File: src/rtl/addshare_pkg.sv
// addshare_pkg: shared types, widths and operand-interleave helper for the adder scheduler
// Contents: state_t (IDLE/EXEC/RESP), ADD_W, SUM_W, interleave() mapping a,b onto the core input bus.
package addshare_pkg;
    localparam int ADD_W = 12;
    localparam int SUM_W = 13;
    typedef enum logic [1:0] {IDLE = 2'd0, EXEC = 2'd1, RESP = 2'd2} state_t;
    // Core expects a[i] at bit 2i and b[i] at bit 2i+1.
    function automatic logic [2*ADD_W-1:0] interleave(input logic [ADD_W-1:0] a, input logic [ADD_W-1:0] b);
        logic [2*ADD_W-1:0] r;
        for (int i = 0; i < ADD_W; i++) begin
            r[2*i]   = a[i];
            r[2*i+1] = b[i];
        end
        return r;
    endfunction
endpackage

File: src/rtl/addshare_if.sv
// addshare_if: request/response bus between the requesters and addshare_sched
// Signals: req_valid/req_ready (per requester), req_a/req_b (packed 12-bit operands),
// rsp_valid/rsp_ready, rsp_id (owner tag), rsp_sum ({carry, sum}), busy.
// Modports: master (requester/consumer side), slave (scheduler side).
interface addshare_if import addshare_pkg::*; #(
    parameter int NREQ = 4,
    parameter int IDW  = $clog2(NREQ)
);
    logic [NREQ-1:0]       req_valid;
    logic [NREQ-1:0]       req_ready;
    logic [NREQ*ADD_W-1:0] req_a;
    logic [NREQ*ADD_W-1:0] req_b;
    logic                  rsp_valid;
    logic                  rsp_ready;
    logic [IDW-1:0]        rsp_id;
    logic [SUM_W-1:0]      rsp_sum;
    logic                  busy;
    modport master (output req_valid, req_a, req_b, rsp_ready,
                    input  req_ready, rsp_valid, rsp_id, rsp_sum, busy);
    modport slave  (input  req_valid, req_a, req_b, rsp_ready,
                    output req_ready, rsp_valid, rsp_id, rsp_sum, busy);
endinterface

File: src/rtl/BrentKung.sv
// BrentKung: 12-bit Brent-Kung prefix adder core, no carry-in
// Ports: INPUTS[23:0] interleaved operands (INPUTS[2i]=a[i], INPUTS[2i+1]=b[i]),
// OUTS[12:0] = {carry, sum}.
module BrentKung (
    input  logic [23:0] INPUTS,
    output logic [12:0] OUTS
);
    logic [11:0] a, b, p, g, pg;
    always_comb begin
        for (int i = 0; i < 12; i++) begin
            a[i] = INPUTS[2*i];
            b[i] = INPUTS[2*i+1];
        end
        p  = a ^ b;
        g  = a & b;
        pg = p;
        // Up-sweep: build group generate/propagate on a binary tree.
        for (int d = 1; d < 12; d = d * 2)
            for (int i = 2*d - 1; i < 12; i = i + 2*d) begin
                g[i]  = g[i] | (pg[i] & g[i-d]);
                pg[i] = pg[i] & pg[i-d];
            end
        // Down-sweep: fill in the remaining prefixes from the tree nodes.
        for (int d = 4; d >= 1; d = d / 2)
            for (int i = 3*d - 1; i < 12; i = i + 2*d) begin
                g[i]  = g[i] | (pg[i] & g[i-d]);
                pg[i] = pg[i] & pg[i-d];
            end
        OUTS = {g[11], p ^ {g[10:0], 1'b0}};
    end
endmodule

File: src/rtl/addshare_arb.sv
// addshare_arb: NREQ-wide arbiter giving a one-hot grant and its index
// Ports: clk, rst, valid (requests), en (grant taken this cycle), grant (one-hot), idx.
// ADDSHARE_RR_EN: round-robin from a pointer that moves past each taken grant;
// otherwise fixed priority with lowest index winning and no pointer register.
module addshare_arb #(
    parameter int NREQ = 4,
    parameter int IDW  = $clog2(NREQ)
) (
    input  logic            clk,
    input  logic            rst,
    input  logic [NREQ-1:0] valid,
    input  logic            en,
    output logic [NREQ-1:0] grant,
    output logic [IDW-1:0]  idx
);
    logic [IDW-1:0] start;
`ifdef ADDSHARE_RR_EN
    logic [IDW-1:0] ptr;
    always_ff @(posedge clk) begin
        if (rst)
            ptr <= '0;
        else if (en)
            ptr <= (int'(idx) == NREQ - 1) ? '0 : idx + IDW'(1);
    end
    assign start = ptr;
`else
    logic unused_rr;
    assign unused_rr = ^{clk, rst, en};
    assign start = '0;
`endif
    // Scan from the far end back to start so the nearest valid requester wins last.
    always_comb begin
        grant = '0;
        idx   = '0;
        for (int k = NREQ - 1; k >= 0; k--)
            if (valid[(int'(start) + k) % NREQ]) begin
                grant = '0;
                grant[(int'(start) + k) % NREQ] = 1'b1;
                idx = IDW'((int'(start) + k) % NREQ);
            end
    end
endmodule

File: src/rtl/addshare_sched.sv
// addshare_sched: time-shares one Brent-Kung adder core among NREQ requesters
// Ports: clk, rst (sync, active-high), bus (addshare_if.slave: per-requester valid/ready
// with packed operands, tagged response with backpressure, busy).
// ADDSHARE_RR_EN selects round-robin arbitration (fixed priority when undefined).
module addshare_sched import addshare_pkg::*; #(
    parameter int NREQ = 4,
    parameter int IDW  = $clog2(NREQ)
) (
    input  logic      clk,
    input  logic      rst,
    addshare_if.slave bus
);
    state_t             state;
    logic [ADD_W-1:0]   a_q, b_q;
    logic [IDW-1:0]     id_q;
    logic [SUM_W-1:0]   sum_q, core_sum;
    logic [2*ADD_W-1:0] core_in;
    logic [NREQ-1:0]    grant;
    logic [IDW-1:0]     idx;
    logic               take, fire;
    // A grant may be issued from IDLE, or from RESP in the same cycle the result is accepted.
    assign take          = !rst && (state == IDLE || (state == RESP && bus.rsp_ready));
    assign fire          = take && |bus.req_valid;
    assign bus.req_ready = take ? grant : '0;
    assign bus.rsp_valid = state == RESP;
    assign bus.busy      = state != IDLE;
    assign bus.rsp_id    = id_q;
    assign bus.rsp_sum   = sum_q;
    assign core_in       = interleave(a_q, b_q);
    addshare_arb #(.NREQ(NREQ), .IDW(IDW)) u_arb (
        .clk   (clk),
        .rst   (rst),
        .valid (bus.req_valid),
        .en    (fire),
        .grant (grant),
        .idx   (idx)
    );
    BrentKung u_core (
        .INPUTS (core_in),
        .OUTS   (core_sum)
    );
    always_ff @(posedge clk) begin
        if (rst) begin
            state <= IDLE;
            a_q   <= '0;
            b_q   <= '0;
            id_q  <= '0;
            sum_q <= '0;
        end else if (fire) begin
            state <= EXEC;
            a_q   <= bus.req_a[int'(idx)*ADD_W +: ADD_W];
            b_q   <= bus.req_b[int'(idx)*ADD_W +: ADD_W];
            id_q  <= idx;
        end else if (state == EXEC) begin
            state <= RESP;
            sum_q <= core_sum;
        end else if (take) begin
            state <= IDLE;
        end
    end
endmodule

File: src/flat_wrapper.sv
// flat-port wrapper written by rule: the top's interface ports become plain ports
module addshare_sched_flat import addshare_pkg::*;
#(
    parameter int NREQ = 4,
    parameter int IDW  = $clog2(NREQ)
)
  (clk, rst, bus_req_valid, bus_req_a, bus_req_b, bus_rsp_ready, bus_req_ready, bus_rsp_valid, bus_rsp_id, bus_rsp_sum, bus_busy);
  addshare_if #(.NREQ(NREQ), .IDW(IDW)) bus_i ();
  input  logic clk;
  input  logic rst;
  input wire logic [$bits(bus_i.req_valid)-1:0] bus_req_valid;
  input wire logic [$bits(bus_i.req_a)-1:0] bus_req_a;
  input wire logic [$bits(bus_i.req_b)-1:0] bus_req_b;
  input wire logic [$bits(bus_i.rsp_ready)-1:0] bus_rsp_ready;
  output wire logic [$bits(bus_i.req_ready)-1:0] bus_req_ready;
  output wire logic [$bits(bus_i.rsp_valid)-1:0] bus_rsp_valid;
  output wire logic [$bits(bus_i.rsp_id)-1:0] bus_rsp_id;
  output wire logic [$bits(bus_i.rsp_sum)-1:0] bus_rsp_sum;
  output wire logic [$bits(bus_i.busy)-1:0] bus_busy;
  assign bus_i.req_valid = bus_req_valid;
  assign bus_i.req_a = bus_req_a;
  assign bus_i.req_b = bus_req_b;
  assign bus_i.rsp_ready = bus_rsp_ready;
  assign bus_req_ready = bus_i.req_ready;
  assign bus_rsp_valid = bus_i.rsp_valid;
  assign bus_rsp_id = bus_i.rsp_id;
  assign bus_rsp_sum = bus_i.rsp_sum;
  assign bus_busy = bus_i.busy;
  addshare_sched #(.NREQ(NREQ), .IDW(IDW)) u_core (.clk(clk), .rst(rst), .bus(bus_i));
endmodule
File: config.mk
export PLATFORM = sky130hd
export DESIGN_NAME = addshare_sched_flat
export DESIGN_NICKNAME = d
export VERILOG_FILES = /design/src/rtl/addshare_pkg.sv /design/src/rtl/addshare_if.sv /design/src/rtl/BrentKung.sv /design/src/rtl/addshare_arb.sv /design/src/rtl/addshare_sched.sv /design/src/flat_wrapper.sv
export SDC_FILE = /design/constraint.sdc
export NUM_CORES = 1
export LEC_CHECK = 0
export BUFFER_PORTS_ARGS = -buffer_cell sky130_fd_sc_hd__clkbuf_2
export CORE_UTILIZATION = 47
export DETAILED_ROUTE_END_ITERATION = 10
export PLACE_DENSITY_LB_ADDON = 0.25
export SLEW_MARGIN = 20
export SYNTH_ARGS = -nofsm -noshare
export SYNTH_HDL_FRONTEND = slang
export SYNTH_SLANG_ARGS = --single-unit
File: constraint.sdc
create_clock -name clk -period 3.5 [get_ports clk]
set_input_delay 0.35 -clock clk [delete_from_list [all_inputs] [get_ports clk]]
set_output_delay 0.35 -clock clk [all_outputs]
set_load 0.005 [all_outputs]
==> results.sh <==
export IMPL_switching_share=0.318
export IMPL_initial_core_util=0.501
export IMPL_finalSetupViolations=0
export IMPL_clock_path_buffers=2
export IMPL_status="finished, final reports clean"
export IMPL_io_buffers=123
export IMPL_cts_sinks=41
export IMPL_ios=124
export IMPL_synth_compound_area_frac=0.299
export IMPL_mostFrequentLayoutCells="123 x clkbuf_2, 49 x nor3_1, 46 x nand2_1, 41 x dfxtp_1, 23 x o221ai_1"
export IMPL_cp_required_ns=3.72
export IMPL_power_density_mw_per_mm2=430
export IMPL_synth_adder_area_share=0.0975
export IMPL_synth_mux_area_frac=0
export IMPL_n_antenna_cell=0
export IMPL_layout_cells_non_filler=482
export IMPL_die_width_um=77.0
export IMPL_fp_dieArea_mm2=0.00593
export IMPL_routed_wl_um=7340
export IMPL_p_comb_frac=0.318
export IMPL_syn_area_mm2=0.00264
export IMPL_p_clk_frac=0.274
export IMPL_cap_violations=0
export IMPL_post_route_util=0.637
export IMPL_synthSimpleGateAreaFrac=0.211
export IMPL_period_minus_slack_ns=2.64
export IMPL_wire_per_inst_um=15.2
export IMPL_grt_pass1_wl_um=12200
export IMPL_synth_enable_flop_cells=0
export IMPL_synth_xor_area_frac=0.0166
export IMPL_core_rowCount=26
export IMPL_switching_power_uw=459
export IMPL_final_nets=531
export IMPL_drcViolationCount=0
export IMPL_hold_violations=0
export IMPL_drtIter0Drc=142
export IMPL_critical_path_max_fanout=3
export IMPL_cts_tree="built"
export IMPL_min_path_type="in2reg"
export IMPL_p_leak_uw=0.00144
export IMPL_cp_depth=9
export IMPL_synth_seq_cells=41
export IMPL_hpwlAfterDp_um=5370
export IMPL_internal_power_uw=985
export IMPL_drive_gt1_frac=0.383
export IMPL_ys_seq_area_frac=0.311
export IMPL_clk_pin_slew_ns=0.08
export IMPL_period_share=0.753
export IMPL_dp_cells=474
export IMPL_rr_worst_depth=9
export IMPL_overflow=0
export IMPL_syn_nets=424
export IMPL_cts_root_buf="clkbuf_8"
export IMPL_ant_nets=0
export IMPL_startpoint_type="flop"
export IMPL_path_buf_inv=0
export IMPL_drt_pass1_iterations=4
export IMPL_sequentialPowerShare=0.408
export IMPL_coreArea_mm2=0.00527
export IMPL_min_path_cells=3
export IMPL_setup_tns_ns=0
export IMPL_drv_slew=0
export IMPL_ctsHoldBuffers=0
export IMPL_path_delay_family="adder cells"
export IMPL_max_slew_margin=0.368
export IMPL_yosysUniqueCellTypes=40
export IMPL_crit_chain="ha_1 -> fa_1 -> a211oi_1 -> nor3_1 -> o211ai_1 -> nand2_1 -> fa_1 -> xnor2_1 -> a211oi_1"
export IMPL_finalClockSkew_ns=0.00651
export IMPL_crit_slowest_cell="fa_1"
export IMPL_max_stage_delay_ns=0.46
export IMPL_final_common_cell="clkbuf_2"
export IMPL_htree_levels=2
export IMPL_syn_inst=304
export IMPL_postCtsSetupRepairBufs=0
export IMPL_ir_worst_vdd_mv=0.239
export IMPL_worst_setup_path_end_kind="flop"
export IMPL_fill_cells=475
export IMPL_ys_warn_count=0
export IMPL_place_congestion=0.831
export IMPL_crit_type="reg2reg"
export IMPL_max_slew_worst_pin_slew_ns=0.946
export IMPL_grt_usage=0.257
export IMPL_synth_top_family_by_area="compound AO/OA/AOI/OAI gates"
export IMPL_syn_area_per_cell_um2=8.69
export IMPL_numCtsBuffers=5
export IMPL_viasPerCell=5.67
export IMPL_first_global_vias=2605
export IMPL_fmax_ghz=0.379
export IMPL_die_h_um=77.0
export IMPL_clk_latency_ns=0.30
export IMPL_vias=2734
export IMPL_rsz0062_at_grt="no"
export IMPL_crit_arrival_ns=2.85
export IMPL_area_growth_pct=27.0
export IMPL_antenna_found_initial=0
export IMPL_post_cts_resized=0
export IMPL_grt_max_degree=49
export IMPL_synthFlopType="dfxtp_1"
export IMPL_ys_async_sr_fraction=0
cell families (layout without fill, tap and decap cells):
| logic type | Yosys count | after routing |
|---|---|---|
| AND/OR/NAND/NOR | 120 | 120 |
| AO/OA/AOI/OAI | 83 | 83 |
| adder cells (fa/ha/maj) | 17 | 17 |
| XOR/XNOR | 5 | 5 |
| buffers and inverters | 38 | 146 |
| flip-flops | 41 | 41 |
worst reg2reg max path, cell delays in order (launching register included):
cell	delay [ns]
dfxtp_1	0.33
ha_1	0.22
fa_1	0.46
a211oi_1	0.30
nor3_1	0.12
o211ai_1	0.24
nand2_1	0.12
fa_1	0.43
xnor2_1	0.13
a211oi_1	0.20
cells in the mapped netlist, types with 5 or more instances:
library cell | instances | area [um2]
a211oi_1 | 6 | 45.0
a21oi_1 | 15 | 75.1
buf_2 | 6 | 30.0
clkbuf_1 | 15 | 56.3
dfxtp_1 | 41 | 821
fa_1 | 6 | 120
ha_1 | 11 | 138
inv_1 | 12 | 45.0
nand2_1 | 46 | 173
nor2_1 | 8 | 30.0
nor3_1 | 49 | 245
o221ai_1 | 23 | 201
o32ai_2 | 20 | 325
xnor2_1 | 5 | 43.8
sequential cells by signal, summed over array words and instances (netlist names):
signal              count
u_core.bus.rsp_id       2
u_core.a_q             12
u_core.bus.rsp_sum     13
u_core.state            2
u_core.b_q             12
power groups by stage:
stage | combinational (uW) | sequential, uW | clock, uW
2_1_floorplan | 318 | 583 | 0
3_3_place_gp | 447 | 597 | 0
3_5_place_dp | 454 | 600 | 0
4_1_cts | 459 | 589 | 403
5_1_grt | 512 | 596 | 426
6_report | 459 | 589 | 396
area by class of cell:
class	count	area, um2	share of cell area
clock inverters	1	30.0	0.00895
repair buffers	126	638	0.190
well taps	70	87.6	0.0261
clock buffers	7	86.3	0.0257
inverters	12	45.0	0.0134
flip-flops and latches	41	821	0.245
multi-input cells	225	1650	0.491
path summary, 6_finish.rpt:
| path | startpoint | to | slack, ns |
|---|---|---|---|
| setup / recovery | u_core.b_q[0] | u_core.bus.rsp_sum[11] | 0.86 |
| hold / removal | bus_rsp_ready | u_core.state[1] | 0.40 |
| setup reg to reg | u_core.b_q[0] | u_core.bus.rsp_sum[11] | 0.86 |
| hold reg to reg | u_core.bus.rsp_sum[3] | u_core.bus.rsp_sum[3] | 0.45 |
metrics by stage:
step / hold WS, ns / power [uW] / cell area (um2) / worst slack (ns)
2_1_floorplan: 0.448 / 902 / 2640 / 1.07
3_3_place_gp: 0.440 / 1040 / 3240 / 0.963
3_5_place_dp: 0.449 / 1050 / 3240 / 0.910
4_1_cts: 0.385 / 1450 / 3360 / 0.856
5_1_grt: 0.395 / 1530 / 3360 / 0.576
6_report: 0.400 / 1440 / 3360 / 0.865
metal layers:
layer,up-vias,wire [um],global-route usage
li1,1357,-,-
met1,1273,3380,0.337
met2,95,3470,0.429
met3,9,423,0.0571
met4,0,66,0.0604
met5,-,0,0
No activity file was read; power rests on OpenSTA's default activity.
